--- src/rtl/seg7_hex_mux.sv ---
// ---------------------------------------------------------------------------
// seg7_hex_mux
//
// Two-digit time-multiplexed seven-segment driver. It sits downstream of the
// free-running seconds counter and shows that counter's 8-bit output as two
// hex digits. Each digit is preceded by an all-off gap so the segment lines
// have time to settle before the next digit is enabled, which avoids ghosting.
//
// A load strobe captures the byte into a shadow register at any time. The
// shadow moves into the display register only on the GAP0 -> DIG0 edge, so
// the two digits of one frame always come from the same byte.
//
// Frame sequence (ena held high):
//   GAP0 (GAP_CYCLES) -> DIG0 (REFRESH_DIV) -> GAP1 (GAP_CYCLES)
//        -> DIG1 (REFRESH_DIV) -> GAP0 ...
//
// Parameters:
//   REFRESH_DIV  - cycles each digit is lit (>= 2)
//   GAP_CYCLES   - all-off cycles before each digit (>= 1)
//   COMMON_ANODE - 1 inverts seg, dp and dig (active-low drive)
//
// Ports:
//   clk      in   clock
//   reset    in   synchronous, active-high reset
//   ena      in   advance enable; low freezes the phase counter and state
//   load     in   capture value into the shadow register at this edge
//   value    in   [3:0] low digit, [7:4] high digit
//   lz_blank in   blank the high digit when it is zero (sampled live)
//   seg      out  segments a..g on seg[0]..seg[6]
//   dp       out  decimal point; frame-parity heartbeat on the low digit
//   dig      out  one-hot digit enable, dig[0] = low digit
//   frame    out  pulse in the first cycle of DIG0
// ---------------------------------------------------------------------------
module seg7_hex_mux #(
   parameter int REFRESH_DIV  = 1024,
   parameter int GAP_CYCLES   = 16,
   parameter bit COMMON_ANODE = 1'b0
) (
   input  logic       clk,
   input  logic       reset,
   input  logic       ena,
   input  logic       load,
   input  logic [7:0] value,
   input  logic       lz_blank,
   output logic [6:0] seg,
   output logic       dp,
   output logic [1:0] dig,
   output logic       frame
);

   // The phase counter has to reach the longer of the two phase lengths.
   localparam int MAX_CNT = (REFRESH_DIV > GAP_CYCLES) ? REFRESH_DIV : GAP_CYCLES;
   localparam int CNT_W   = (MAX_CNT > 1) ? $clog2(MAX_CNT) : 1;

   localparam logic [CNT_W-1:0] DIG_LAST = CNT_W'(REFRESH_DIV - 1);
   localparam logic [CNT_W-1:0] GAP_LAST = CNT_W'(GAP_CYCLES - 1);

   // XOR masks that turn active-high values into the physical drive levels.
   localparam logic [6:0] SEG_POL = {7{COMMON_ANODE}};
   localparam logic [1:0] DIG_POL = {2{COMMON_ANODE}};
   localparam logic       DP_POL  = COMMON_ANODE;

   typedef enum logic [1:0] {
      GAP0 = 2'd0,
      DIG0 = 2'd1,
      GAP1 = 2'd2,
      DIG1 = 2'd3
   } state_t;

   state_t           state_q;
   state_t           state_next;
   logic [CNT_W-1:0] count_q;
   logic [CNT_W-1:0] count_next;
   logic [7:0]       shadow_q;
   logic [7:0]       display_q;
   logic [7:0]       display_next;
   logic             parity_q;
   logic             parity_next;

   logic [6:0]       seg_d;
   logic             dp_d;
   logic [1:0]       dig_d;
   logic             frame_d;

   // Hex digit to segment pattern, gfedcba ordering.
   function automatic logic [6:0] hex7(input logic [3:0] nibble);
      logic [6:0] pattern;
      case (nibble)
         4'h0:    pattern = 7'h3F;
         4'h1:    pattern = 7'h06;
         4'h2:    pattern = 7'h5B;
         4'h3:    pattern = 7'h4F;
         4'h4:    pattern = 7'h66;
         4'h5:    pattern = 7'h6D;
         4'h6:    pattern = 7'h7D;
         4'h7:    pattern = 7'h07;
         4'h8:    pattern = 7'h7F;
         4'h9:    pattern = 7'h6F;
         4'hA:    pattern = 7'h77;
         4'hB:    pattern = 7'h7C;
         4'hC:    pattern = 7'h39;
         4'hD:    pattern = 7'h5E;
         4'hE:    pattern = 7'h79;
         default: pattern = 7'h71;
      endcase
      return pattern;
   endfunction

   // Shadow register: captures the incoming byte on any load strobe, in any
   // state and regardless of ena, so a value written while the display is
   // frozen is not lost.
   always_ff @(posedge clk) begin
      if (reset) begin
         shadow_q <= 8'h00;
      end else if (load) begin
         shadow_q <= value;
      end
   end

   // Frame sequencer registers: state, phase counter, the byte being shown
   // and the heartbeat parity. All of them hold while ena is low.
   always_ff @(posedge clk) begin
      if (reset) begin
         state_q   <= GAP0;
         count_q   <= '0;
         display_q <= 8'h00;
         parity_q  <= 1'b0;
      end else begin
         state_q   <= state_next;
         count_q   <= count_next;
         display_q <= display_next;
         parity_q  <= parity_next;
      end
   end

   // Next-state logic. The counter is compared with == against the length
   // of the current phase and cleared as the state advances. On GAP0 -> DIG0
   // the display takes the shadow as it stood before this edge, so a load
   // sampled on the same edge waits for the following frame.
   always_comb begin
      state_next   = state_q;
      count_next   = count_q;
      display_next = display_q;
      parity_next  = parity_q;
      if (ena) begin
         case (state_q)
            GAP0: begin
               if (count_q == GAP_LAST) begin
                  state_next   = DIG0;
                  count_next   = '0;
                  display_next = shadow_q;
                  parity_next  = ~parity_q;
               end else begin
                  count_next = count_q + 1'b1;
               end
            end
            DIG0: begin
               if (count_q == DIG_LAST) begin
                  state_next = GAP1;
                  count_next = '0;
               end else begin
                  count_next = count_q + 1'b1;
               end
            end
            GAP1: begin
               if (count_q == GAP_LAST) begin
                  state_next = DIG1;
                  count_next = '0;
               end else begin
                  count_next = count_q + 1'b1;
               end
            end
            default: begin
               if (count_q == DIG_LAST) begin
                  state_next = GAP0;
                  count_next = '0;
               end else begin
                  count_next = count_q + 1'b1;
               end
            end
         endcase
      end
   end

   // Output decode works on the next-state values so that the registered
   // outputs already match a state in the first cycle it is held. frame
   // follows count==0 in DIG0, which keeps it high while ena freezes that
   // first cycle.
   always_comb begin
      seg_d   = 7'h00;
      dp_d    = 1'b0;
      dig_d   = 2'b00;
      frame_d = 1'b0;
      case (state_next)
         DIG0: begin
            dig_d   = 2'b01;
            seg_d   = hex7(display_next[3:0]);
            dp_d    = parity_next;
            frame_d = (count_next == '0);
         end
         DIG1: begin
            if (!(lz_blank && (display_next[7:4] == 4'h0))) begin
               dig_d = 2'b10;
               seg_d = hex7(display_next[7:4]);
            end
         end
         default: begin
         end
      endcase
   end

   // Output registers. Reset forces everything off in the active-high sense;
   // the polarity masks are applied here so nothing combinational reaches
   // the pins.
   always_ff @(posedge clk) begin
      if (reset) begin
         seg   <= SEG_POL;
         dp    <= DP_POL;
         dig   <= DIG_POL;
         frame <= 1'b0;
      end else begin
         seg   <= seg_d ^ SEG_POL;
         dp    <= dp_d ^ DP_POL;
         dig   <= dig_d ^ DIG_POL;
         frame <= frame_d;
      end
   end

endmodule

--- config.mk ---
export PLATFORM = sky130hd
export DESIGN_NAME = seg7_hex_mux
export DESIGN_NICKNAME = d
export VERILOG_FILES = /design/src/rtl/seg7_hex_mux.sv
export SDC_FILE = /design/constraint.sdc
export NUM_CORES = 1
export LEC_CHECK = 0
export CAP_MARGIN = 10
export CORE_MARGIN = 4
export CORE_UTILIZATION = 40
export DETAILED_ROUTE_END_ITERATION = 7
export MAX_ROUTING_LAYER = met4
export PLACE_DENSITY_LB_ADDON = 0.1
export SLEW_MARGIN = 20
export SYNTH_ARGS = -nofsm -noshare
export SYNTH_HDL_FRONTEND = slang
export SYNTH_SLANG_ARGS = --single-unit
export TNS_END_PERCENT = 50
--- constraint.sdc ---
create_clock -name clk -period 4.2 [get_ports clk]
set_input_delay 0.42 -clock clk [delete_from_list [all_inputs] [get_ports clk]]
set_output_delay 0.42 -clock clk [all_outputs]
set_load 0.05 [all_outputs]
* Yosys cells after proc, flatten, opt, wreduce, memory -nomap -nowiden *
Memories as Yosys holds them, arrays and structs flattened.
Cells that the tools add are included.

cells by class
  $mul = 0
  bitwise logic cells = 2
  reductions and logical operators = 6
  shift operators = 0
  add/subtract/negate cells = 1
  eq/ne operators = 6
  order comparisons = 0
  mux-type cells = 20
  divide/modulo/power cells = 0

operator list
  operator                                               number
  2-to-1 mux 10 bit                                      4
  2-to-1 mux 8 bit                                       3
  one-hot mux 7 bit (2 select lines)                     1
  2-to-1 mux 2 bit                                       6
  adder 10 x 1 -> 10 bit (second input constant)         1
  equality test 10 bit (second input constant)           1
  equality test 10 x 4 -> 1 bit (second input constant)  1
  zero test 10 bit                                       1
  2-to-1 mux 7 bit                                       1
  one-hot mux 2 bit (3 select lines)                     1
  equality test 2 x 1 -> 1 bit (second input constant)   2
  equality test 2 bit (second input constant)            2
  zero test 4 bit                                        1
  one-hot mux 2 bit (2 select lines)                     1
  OR reduction 2 bit                                     2
  2-to-1 mux 1 bit                                       3
  zero test 2 bit                                        1
  inverter 1 bit                                         2
  logical AND 1 bit                                      1

word-level totals
  bits in read-only memories = 224
  latch bits = 0
  input port bits = 13
  output and inout bits = 11
  bits in writable memories = 0
  word-level logic and storage cells = 46
  memories kept = 2
  flip-flop bits (word level) = 40

memory list
  memory            depth  width  read ports  clocked after Yosys merged registers in  wr ports  RTL line  source
  (name not given)  16     7      1           0                                        0         88        case (nibble)
  (name not given)  16     7      1           0                                        0         88

* Depth between registers and ports, before layout *
Gate-level depths: netlist of the first run.

  depth after elaboration = 8
  depth in mapped cells = 13
  depth with buffers taken out = 11

* Least setup slack after synthesis of the first run *
OpenSTA, ideal clock, no wires.

  kind = reg2reg
  start = register count_q[0]
  end = register seg[6]
  arrival time = 2.864 ns
  cell stages (with the launch flop) = 12
  path slack = 1.219 ns
  period minus slack after synthesis = 2.981 ns
  library setup time = 0.117 ns
  data required time = 4.083 ns
  buffers on the path = 2
  path through = dfxtp_1 > ha_1 > and4_1 > nand4b_4 > buf_6 > buf_4 > mux2i_1 > ha_1 > nand2_1 > o311ai_1 > a21oi_1 > a22o_1

between the ends
  longest elaborated chain between the ends = 8
  elaborated cells between the ends (all ways) = 19
  those cells by class = eq/ne: 4; mux: 11; reduce/logical: 2; memory: 2

ends and longest elaborated chain
  element                                                      RTL line  source
  from (decl)                                                  72        logic [CNT_W-1:0] count_q;
  from (signal assigned)                                       130       count_q <= count_next;
  branches (longest 7 deep; another with memory (16 x 7 bit))  --
  one-hot mux 7 bit (2 select lines) *                         194       case (state_next)
  to (signal assigned)                                         222       seg <= seg_d ^ SEG_POL;
  to (decl)                                                    45        output logic [6:0] seg,

Mark *: on every way between the ends.
A chain may end at the register's enable or synchronous reset.

* Worst setup path after layout of the first run *
  start = register count_q[0]
  end = register seg[3]

between the ends
  longest elaborated chain between the ends = 8
  elaborated cells between the ends (all ways) = 19
  those cells by class = eq/ne: 4; mux: 11; reduce/logical: 2; memory: 2

ends and longest elaborated chain
  element                                                      RTL line  source
  equality test 10 x 4 -> 1 bit *                              148       if (count_q == GAP_LAST) begin
  2-to-1 mux 8 bit *                                           148
  2-to-1 mux 8 bit *                                           146       case (state_q)
  2-to-1 mux 8 bit *                                           145       if (ena) begin
  net display_next[5]                                          76        logic [7:0] display_next;
  branches (longest 2 deep; another with memory (16 x 7 bit))  --
  2-to-1 mux 7 bit *                                           202       if (!(lz_blank && (display_next[7:4] == 4'h0))) begin
  one-hot mux 7 bit (2 select lines) *                         194

Mark *: on every way through the listed nets, which the timed path passes.

==> qor_table.md, run 1 <==
| Parameter | Value | Unit |
|---|---|---|
| Number of hold-slack violations in the final timing report | 0 | - |
| Utilization after layout | 48.9 | % |
| Total power after layout | 0.000874 | W |
| Crit path kind | register to register | - |
| Type of the tightest min-delay check | register to register | - |
| Diode insertion count for antenna repair | 0 | - |
| Number of placed instances with taps included | 382 | - |
| Post-synthesis instance total | 297 | - |
| Setup violation total in the final timing report | 0 | - |
| Detailed-route wire length per cell | 14.8 | um |
| Headroom to the max-slew limit | 49.9 | % |
| Post-synthesis cell type count | 51 | - |
| Most frequent cells after synthesis | nor2_1, dfxtp_1, mux2i_1, nand2_1, inv_1 | - |
| Hold path cells | 2 | - |
| Crit path launch type | register | - |
| RSZ-0062 raised after global routing | false | - |
| Largest driver fanout on the critical path | 22 | - |
| Final HPWL from detailed placement | 4.23 | mm |
| Initial DRT Pass Iterations | 4 | - |
| Total GRT Usage | 16.5 | % |
| Total negative setup slack | 0 | ps |
| Clock Tree Root | clkbuf_8 | - |
| Area of combinational cells with multiple inputs | 1580 | um2 |
| YS warnings | 0 | - |
| Seq cells post-synth | 40 | - |
| Starting Density | 41.9 | % |
| Via count of the first global-routing pass | 1903 | - |
| Outcome | finished, final reports clean | - |
| Crit share post-route | 76.6 | % |
| Number of design rule violations left after detail routing | 0 | - |
| Footprint of the flip-flops and latches | 801 | um2 |
| Worst reg2reg path depth | 11 | - |
| Clock slew at the register clock pins of the worst setup and hold paths | 80 | ps |
| Most frequent cell after synthesis | nor2_1 | - |
| Final Critical Period | 3220 | ps |
| Tightest Pin Transition | 751 | ps |
| FILL cells | 575 | - |
| Final antenna-violating net count | 0 | - |
| Largest buffer count on any clock path | 2 | - |
| Post-synth EDFFs | 0 | - |
| Post-synth ARST share | 0 | % |
| Drt total wl | 5.78 | mm |
| Final clock skew | 7.57 | ps |
| Syn avg cell area | 8.50 | um2 |
| Critical path data arrival time | 3430 | ps |
| Peak supply drop | 0.157 | mV |
| Total number of vias | 2117 | - |
| Insertion delay of the later-clocked pin in the worst-skew pair | 300 | ps |
| Standby leakage power | 1.24 | nW |
| Post-synthesis sequential area ratio | 31.7 | % |
| Hold-fix buffers at CTS | 0 | - |
| Iteration-0 DRC Markers | 166 | - |
| Quantity of gates resized following cts | 0 | - |
| Number of slew-limit violations in the final report | 0 | - |
| Global-route wire length before repair | 9.54 | mm |
| Clock tree from TritonCTS | yes | - |
| I/O Pins | 24 | - |
| Die W | 87.5 | um |
| Type of element capturing the critical path | register | - |
| Number of clock buffers inserted by TritonCTS | 5 | - |
| Post-synthesis cell type with the largest combined area | dfxtp_1 | - |
| Weighted congestion reported at the end of routability-driven placement | 0.852 | - |
| Drt via density | 5.43 | - |
| Std-Cell Rows | 28 | - |
| Cell types with the largest area share after synthesis | dfxtp_1, ha_1, mux2i_1 | - |
| Max-cap violation count | 0 | - |
| Power per standard cell area | 297 | nW/um2 |
| Total of buffers placed on input and output ports | 23 | - |
| Achievable Freq | 311 | MHz |
| Post-CTS setup buffer count | 0 | - |
| Synthesized area | 2520 | um2 |
| CP required | 4420 | ps |
| Chip Height | 87.5 | um |
| Antenna violations before repair | 0 | - |
| Area of the die | 7650 | um2 |
| Final non-filler cell total | 390 | - |
| Maximum number of pins on one net before global-route repair | 30 | - |
| CTS H-Tree Depth | 2 | - |
| Growth of design area from synthesis to finish | 16.6 | % |
| Count of nets after finishing | 342 | - |
| Nets in the synthesized netlist | 325 | - |
| Portion of synthesized cell area occupied by the leading cell type | 31.7 | % |
| Most used DFF post-synth | dfxtp_1 | - |
| Ratio of cells with drive above 1 in the final layout | 6.03 | % |
| Number of clock sinks | 40 | - |
| Grt total ovfl | 0 | - |
| Placeable core region | 6030 | um2 |
state kept, by name (all words and copies together), names as in the netlist:
register	cells
seg	7
state_q	2
dp	1
frame	1
shadow_q	8
parity_q	1
display_q	8
dig	2
count_q	10
routing by layer:
metal | vias up | part of all wire [%] | global-route usage [%]
li1 | 1094 | - | -
met1 | 981 | 46 | 20.4
met2 | 37 | 49 | 27.1
met3 | 5 | 3.5 | 3.69
met4 | 0 | 0.86 | 4.18
met5 | - | 0 | -
where the power goes:
group	switching [W]	total [W]	internal [W]	leakage (nW)
Sequential	0.00000976	0.000395	0.000385	0.324
Combinational	0.0000184	0.0000411	0.0000227	0.842
Clock	0.000141	0.000438	0.000297	0.0784
cells by family (layout without fill, tap and decap cells):
logic type               after synthesis  in the layout  share of synthesized area [%]
AND/OR/NAND/NOR                      123            123                           26.5
adder cells (fa/ha/maj)               15             15                           7.43
AO/OA/AOI/OAI                         58             58                           15.4
multiplexers                          23             23                           11.1
buffers and inverters                 32             50                           5.75
flip-flops                            40             40                           31.7
XOR/XNOR                               6              6                           2.08
critical path: stages (launching register included):
cell and delay [ps]:
dfxtp_1 430, ha_1 290, and4_1 300, nand4b_4 440, mux2i_1 540, inv_1 140, ha_1 270, mux2i_1 140
nor2_1 50, a2111oi_0 310, a31oi_1 70, o22ai_1 170
layout by cell type, fill, tap and decap left out, drive strengths merged, types with 4 or more instances in the layout:
cell type	n
nor3	13
nand2b	8
a21oi	14
dfxtp	40
nor2	42
xor2	5
o21ai	11
clkbuf	5
mux2i	22
clkdlybuf4s50	23
ha	15
nor2b	6
o22ai	4
inv	16
nor3b	6
nand3	8
and3	4
nand2	18
nand3b	4
nand4	4
layout make-up:
type | instances | share of cell area (%)
tap | 75 | 3.19
multi-input combinational | 225 | 53.6
clock inverter | 3 | 3.06
inverter | 16 | 2.04
timing repair buffer | 26 | 8.58
sequential | 40 | 27.2
clock buffer | 5 | 2.34
through the flow:
step                setup WS (ps)  hold WS, ps  cell area (um2)
detailed placement            848          506             2790
CTS                           970          528             2950
global route                  517          556             2950
floorplan                    1220          474             2520
global placement              903          495             2790
finish                        984          521             2950
final timing paths:
kind,startpoint,endpoint,slack [ps]
worst max-delay path,count_q[0]$_SDFF_PP0_,seg[3]$_SDFF_PP0_,980
worst min-delay path,parity_q$_SDFF_PP0_,parity_q$_SDFF_PP0_,520
worst max register to register,count_q[0]$_SDFF_PP0_,seg[3]$_SDFF_PP0_,980
worst min register to register,parity_q$_SDFF_PP0_,parity_q$_SDFF_PP0_,520
(Power assumes the default switching activity.)
==> run 2: changes to the inputs <==
==> constraint.sdc (replaced) <==
create_clock -name clk -period 2.6 [get_ports clk]
set_input_delay 0.26 -clock clk [delete_from_list [all_inputs] [get_ports clk]]
set_output_delay 0.26 -clock clk [all_outputs]
set_load 0.05 [all_outputs]
==> qor_table.md, run 2 (same netlist as run 1, synthesis figures left out) <==
| Parameter | Value | Unit |
|---|---|---|
| Total GRT Usage | 16.9 | % |
| Chip Height | 87.5 | um |
| Number of hold-slack violations in the final timing report | 0 | - |
| Most frequent cells in the layout | nor2_1, dfxtp_1, buf_4 | - |
| Footprint of the flip-flops and latches | 803 | um2 |
| Count of nets after finishing | 370 | - |
| Diode insertion count for antenna repair | 0 | - |
| Max reg flops | 10 | - |
| Detailed-route wire length per cell | 14.4 | um |
| Final HPWL from detailed placement | 4.52 | mm |
| Power per standard cell area | 388 | nW/um2 |
| Type of the tightest min-delay check | register to register | - |
| Crit share post-route | 93.9 | % |
| Total power after layout | 0.00123 | W |
| Worst path bufs/invs | 2 | - |
| Peak supply drop | 0.340 | mV |
| Type of element capturing the critical path | register | - |
| Number of design rule violations left after detail routing | 0 | - |
| Share of power burned in the clock network | 42.1 | % |
| Antenna violations before repair | 0 | - |
| Setup violation total in the final timing report | 0 | - |
| Placeable core region | 6030 | um2 |
| Critical path data arrival time | 2620 | ps |
| Critical-path cell list | nor4_4, nand4b_4, buf_8, mux2i_1, buf_4, ha_1, a21o_1, o221ai_1, a22o_1 | - |
| Number of clock buffers inserted by TritonCTS | 5 | - |
| Std-Cell Rows | 28 | - |
| Largest buffer count on any clock path | 2 | - |
| Die W | 87.5 | um |
| Final Critical Period | 2440 | ps |
| I/O Pins | 24 | - |
| Area of the die | 7650 | um2 |
| Clock slew at the register clock pins of the worst setup and hold paths | 80 | ps |
| Weighted congestion reported at the end of routability-driven placement | 0.892 | - |
| Total of buffers placed on input and output ports | 23 | - |
| Global-route wire length before repair | 10.0 | mm |
| Grt total ovfl | 0 | - |
| Met3 capacity usage during global routing | 3.12 | % |
| Number of clock sinks | 40 | - |
| Tightest Pin Transition | 534 | ps |
| Standby leakage power | 1.35 | nW |
| Highest cell delay on the worst timing path | 440 | ps |
| Achievable Freq | 410 | MHz |
| Slowest stage cell on the critical path | nor4_4 | - |
| Fraction of power spent switching nets | 22.8 | % |
| Met2 routing resource usage after global routing | 24.1 | % |
| Insertion delay of the later-clocked pin in the worst-skew pair | 290 | ps |
| Clock tree from TritonCTS | yes | - |
| Max-cap violation count | 0 | - |
| Final antenna-violating net count | 0 | - |
| Crit path launch type | register | - |
| Total number of vias | 2227 | - |
| Via count of the first global-routing pass | 2066 | - |
| Starting Density | 41.9 | % |
| Growth of design area from synthesis to finish | 26.0 | % |
| Drt via density | 5.33 | - |
| Outcome | finished, final reports clean | - |
| Headroom to the max-slew limit | 64.3 | % |
| Worst Hold Slack | 518 | ps |
| Hold-fix buffers at CTS | 0 | - |
| Met1 layer usage reported by global route | 24.3 | % |
| Relative contribution of sequential cells to total power | 51.7 | % |
| Largest registers in the final layout | count_q (10), display_q (8), shadow_q (8) | - |
| Final clock skew | 8.10 | ps |
| Busiest layer in global routing | met1 | - |
| Internal power | 0.000953 | W |
| Initial DRT Pass Iterations | 4 | - |
| Iteration-0 DRC Markers | 136 | - |
| Crit path kind | register to register | - |
| Cell class contributing the biggest share of worst-path delay | simple AND/OR/NAND/NOR gates | - |
| Drt total wl | 6.02 | mm |
| Largest driver fanout on the critical path | 19 | - |
| FILL cells | 587 | - |
| CTS H-Tree Depth | 2 | - |
| Combinational fraction of design power | 6.2 | % |
| Most common cell after layout, fill and taps aside | nor2_1 | - |
| RSZ-0062 raised after global routing | false | - |
| Clock Tree Root | clkbuf_8 | - |
| Ratio of cells with drive above 1 in the final layout | 16.3 | % |
| Maximum number of pins on one net before global-route repair | 29 | - |
| CP required | 2780 | ps |
| Most flop-heavy register | count_q | - |
| Area of combinational cells with multiple inputs | 1640 | um2 |
| Switch Pwr | 0.000282 | W |
| Number of slew-limit violations in the final report | 0 | - |
## run 2: changes by cell type in the layout (fill, tap and decap cells not counted), moves of 2 or more
cell       change
mux2i_1        -2
dfxtp_2        +2
dfxtp_1        -2
buf_4         +27
bufinv_16      -2
## run 2: power groups by stage
stage	Clock (W)	Sequential (W)	Combinational, W
after floorplan	0	0.000647	0.0000448
after global placement	0	0.000652	0.0000743
after detailed placement	0	0.000651	0.0000746
after CTS	0.000536	0.000637	0.0000752
after global routing	0.000565	0.000641	0.0000828
final	0.000520	0.000638	0.0000761
## run 2: area by class of cell
type,count,area share (%)
multi-input combinational,225,51.5
sequential,40,25.2
timing repair buffer,54,14.8
tap,75,2.95
clock buffer,5,2.16
inverter,16,1.89
clock inverter,3,1.45
## run 2: final timing paths
kind,from,end,slack (ps),cells after the start
worst min register to register,parity_q$_SDFF_PP0_,dp$_SDFF_PP0_,520,2
worst min-delay path,parity_q$_SDFF_PP0_,dp$_SDFF_PP0_,520,2
worst max register to register,state_q[0]$_SDFF_PP0_,seg[0]$_SDFF_PP0_,160,9
worst max-delay path,state_q[0]$_SDFF_PP0_,seg[0]$_SDFF_PP0_,160,9
## run 2: layer usage
layer / part of all wire [%] / routed length (um)
met5: 0 / 0
met4: 1.0 / 63
met2: 42 / 2540
met3: 5.5 / 330
met1: 51 / 3080
## run 2: what timing repair did
| item | CTS | global route |
|---|---|---|
| buffers inserted | 0 | 0 |
| setup endpoints to repair | 0 | 5 |
| gates resized for setup | 0 | 5 |
## run 2: through the flow
step / util, % / TNS (ps) / area, um2 / cells / setup WS, ps
2_1_floorplan: - / 0 / 2570 / 297 / 4.87
3_3_place_gp: 50.5 / -6.12 / 3040 / 410 / -6.12
3_5_place_dp: 50.5 / -59.8 / 3040 / 410 / -36.0
4_1_cts: 52.4 / 0 / 3160 / 418 / 95.8
5_1_grt: 52.8 / 0 / 3180 / 418 / 24.5
6_report: 52.8 / 0 / 3180 / 418 / 158
## run 2: tightest hold or removal path, stage by stage, from the launching register on
cell and delay, ps:
dfxtp_1 330, xnor2_1 80, nor2_1 70
==> run 3: changes to the inputs <==
--- a/config.mk
+++ b/config.mk
@@ -8,6 +8,7 @@
 export CAP_MARGIN = 10
 export CORE_MARGIN = 4
 export CORE_UTILIZATION = 40
+export CTS_CLUSTER_DIAMETER = 40
 export DETAILED_ROUTE_END_ITERATION = 7
 export MAX_ROUTING_LAYER = met4
 export PLACE_DENSITY_LB_ADDON = 0.1
@@ -15,4 +16,4 @@
 export SYNTH_ARGS = -nofsm -noshare
 export SYNTH_HDL_FRONTEND = slang
 export SYNTH_SLANG_ARGS = --single-unit
-export TNS_END_PERCENT = 50
+export TNS_END_PERCENT = 5
==> results of run 3 <==
Same layout as run 2: the final DEF is identical, and so are final timing and power.
==> edit (settings of run 1) <==
`COMMON_ANODE`: 1'b0 -> 1'b1.
--- a/src/rtl/seg7_hex_mux.sv
+++ b/src/rtl/seg7_hex_mux.sv
@@ -35,5 +35,5 @@
    parameter int REFRESH_DIV  = 1024,
    parameter int GAP_CYCLES   = 16,
-   parameter bit COMMON_ANODE = 1'b0
+   parameter bit COMMON_ANODE = 1'b1
 ) (
    input  logic       clk,
Check against the original RTL: not equivalent (Yosys sat finds a counterexample within 4 cycles, from zero or initial values and one cycle with reset high).
==> edit against run 1 <==
Sequential share of layout area up 1.7 points. Sequential cell count unchanged. Synthesized cell count decreased by 2.0%. First-iteration DRC count shrank 19%. Synthesized area down 3.3%. Final area is 5.9% lower. Total power shrank 24%. Wire length fell by 7.0%. Setup slack got worse by 0.0039 ns. Die area is 3.0% lower. Worst hold slack better by 0.0030 ns.
==> edit: results (changes against run 1) <==
| Metric | Value |
|---|---|
| Clk pin slew, worst setup/hold paths | `0.07 ns` |
| GRT Util Overall | `0.1592 (-0.005780)` |
| Clk pwr share | `0.333 (-0.168)` |
| Sequential cell area share | `0.2891 (+0.01719)` |
| RR Startpoint | `count_q[0]$_SDFF_PP0_` |
| Crit path DAT | `3.41 ns (-0.02 ns)` |
| Layout clock area frac | `0.02484 (-0.02911)` |
| Gpl congestion | `0.8556 (+0.42%)` |
| Synth area leaders | `dfxtp_1 (33%), mux2i_1 (7.0%), ha_1 (6.1%)` |
| Placed cell areas | `0.002701 mm² (-3.1%)` |
| Pre-CTS WS | `1.004 ns (+0.1561 ns)` |
| Hold WC Path Type | `flip-flop to flip-flop` |
| Pwr Density | `239.0 mW/mm² (-19%)` |
| Crit-path max FO | `15 (-32%)` |
| Fin Hold WS | `0.5243 ns (+0.002982 ns)` |
| Share of layout cells above drive strength 1 | `0.07516 (+0.01485)` |
| Sw frac | `0.2192 (+0.02590)` |
| Wire per inst | `14.12 µm (-4.8%)` |
| CP max-delay cell | `dfxtp_1` |
| CP endpoint | `seg[3]$_SDFF_PP1_` |
| Part of the Yosys area used for sequential elements | `0.3279 (+0.01072)` |
| Pin count of the biggest net entering global routing | `20 (-33%)` |
| Status | `completed` |
| Signal buf overhead | `0.09395 (+0.008136)` |
| Leak | `0.001093 µW (-12%)` |
| Inverter count | `18 (+2)` |
| Drt first-iter violations | `134 (-19%)` |
| Final WL | `5379 µm (-7.0%)` |
| Setup Skew | `0.004685 ns (-0.002880 ns)` |
| Comb_multi_in | `216 (-4.0%)` |
| Mapped Avg Cell Area | `8.393 µm² (-1.3%)` |
| Number of vias per cell | `5.344 (-1.6%)` |
| VDD IR max | `0.0001286 V (-18%)` |
| Worst stage delay on the critical path | `0.47 ns (-0.07 ns)` |
| Sequential share of power | `0.599 (+0.147)` |
| Final nets | `333 (-2.6%)` |
| Vias in the first global route | `1855 (-2.5%)` |
| Commonest cells in the netlist | `dfxtp_1 (40), nor2_1 (36), nand2_1 (19), a21oi_1 (17), mux2i_1 (17)` |
| Post-Syn Nets | `316 (-2.8%)` |
| Rel. slew slack | `0.5634 (+0.06414)` |
| Detailed placer's ending HPWL | `4115 µm (-2.8%)` |
| Final min period | `3.220 ns (+0.003909 ns)` |
## edit: cell types whose count changed after synthesis, moves of 4 or more
cell	change
nor2_1	-6
o22ai_1	-4
nor3b_1	-4
a211oi_1	+4
nand3_1	+6
nor3_1	-7
xnor2_1	+5
## edit: routing by layer
layer	up-vias	share of wire	GRT usage
li1	1065	-	-
met1	899	0.52	0.2380
met2	68	0.40	0.2116
met3	4	0.071	0.03458
met4	0	0.0089	0.04460
met5	-	0	-
## edit: cells by family (layout without fill, tap and decap cells)
| family | after synthesis | after routing | share of synthesized area |
|---|---|---|---|
| compound gates | 61 | 61 | 0.1665 |
| mux | 21 | 21 | 0.09580 |
| fa+ha+maj | 12 | 12 | 0.06147 |
| xor+xnor | 8 | 8 | 0.02869 |
| buf+inv | 35 | 50 | 0.06660 |
| flops | 40 | 40 | 0.3279 |
| simple gates | 114 | 114 | 0.2531 |
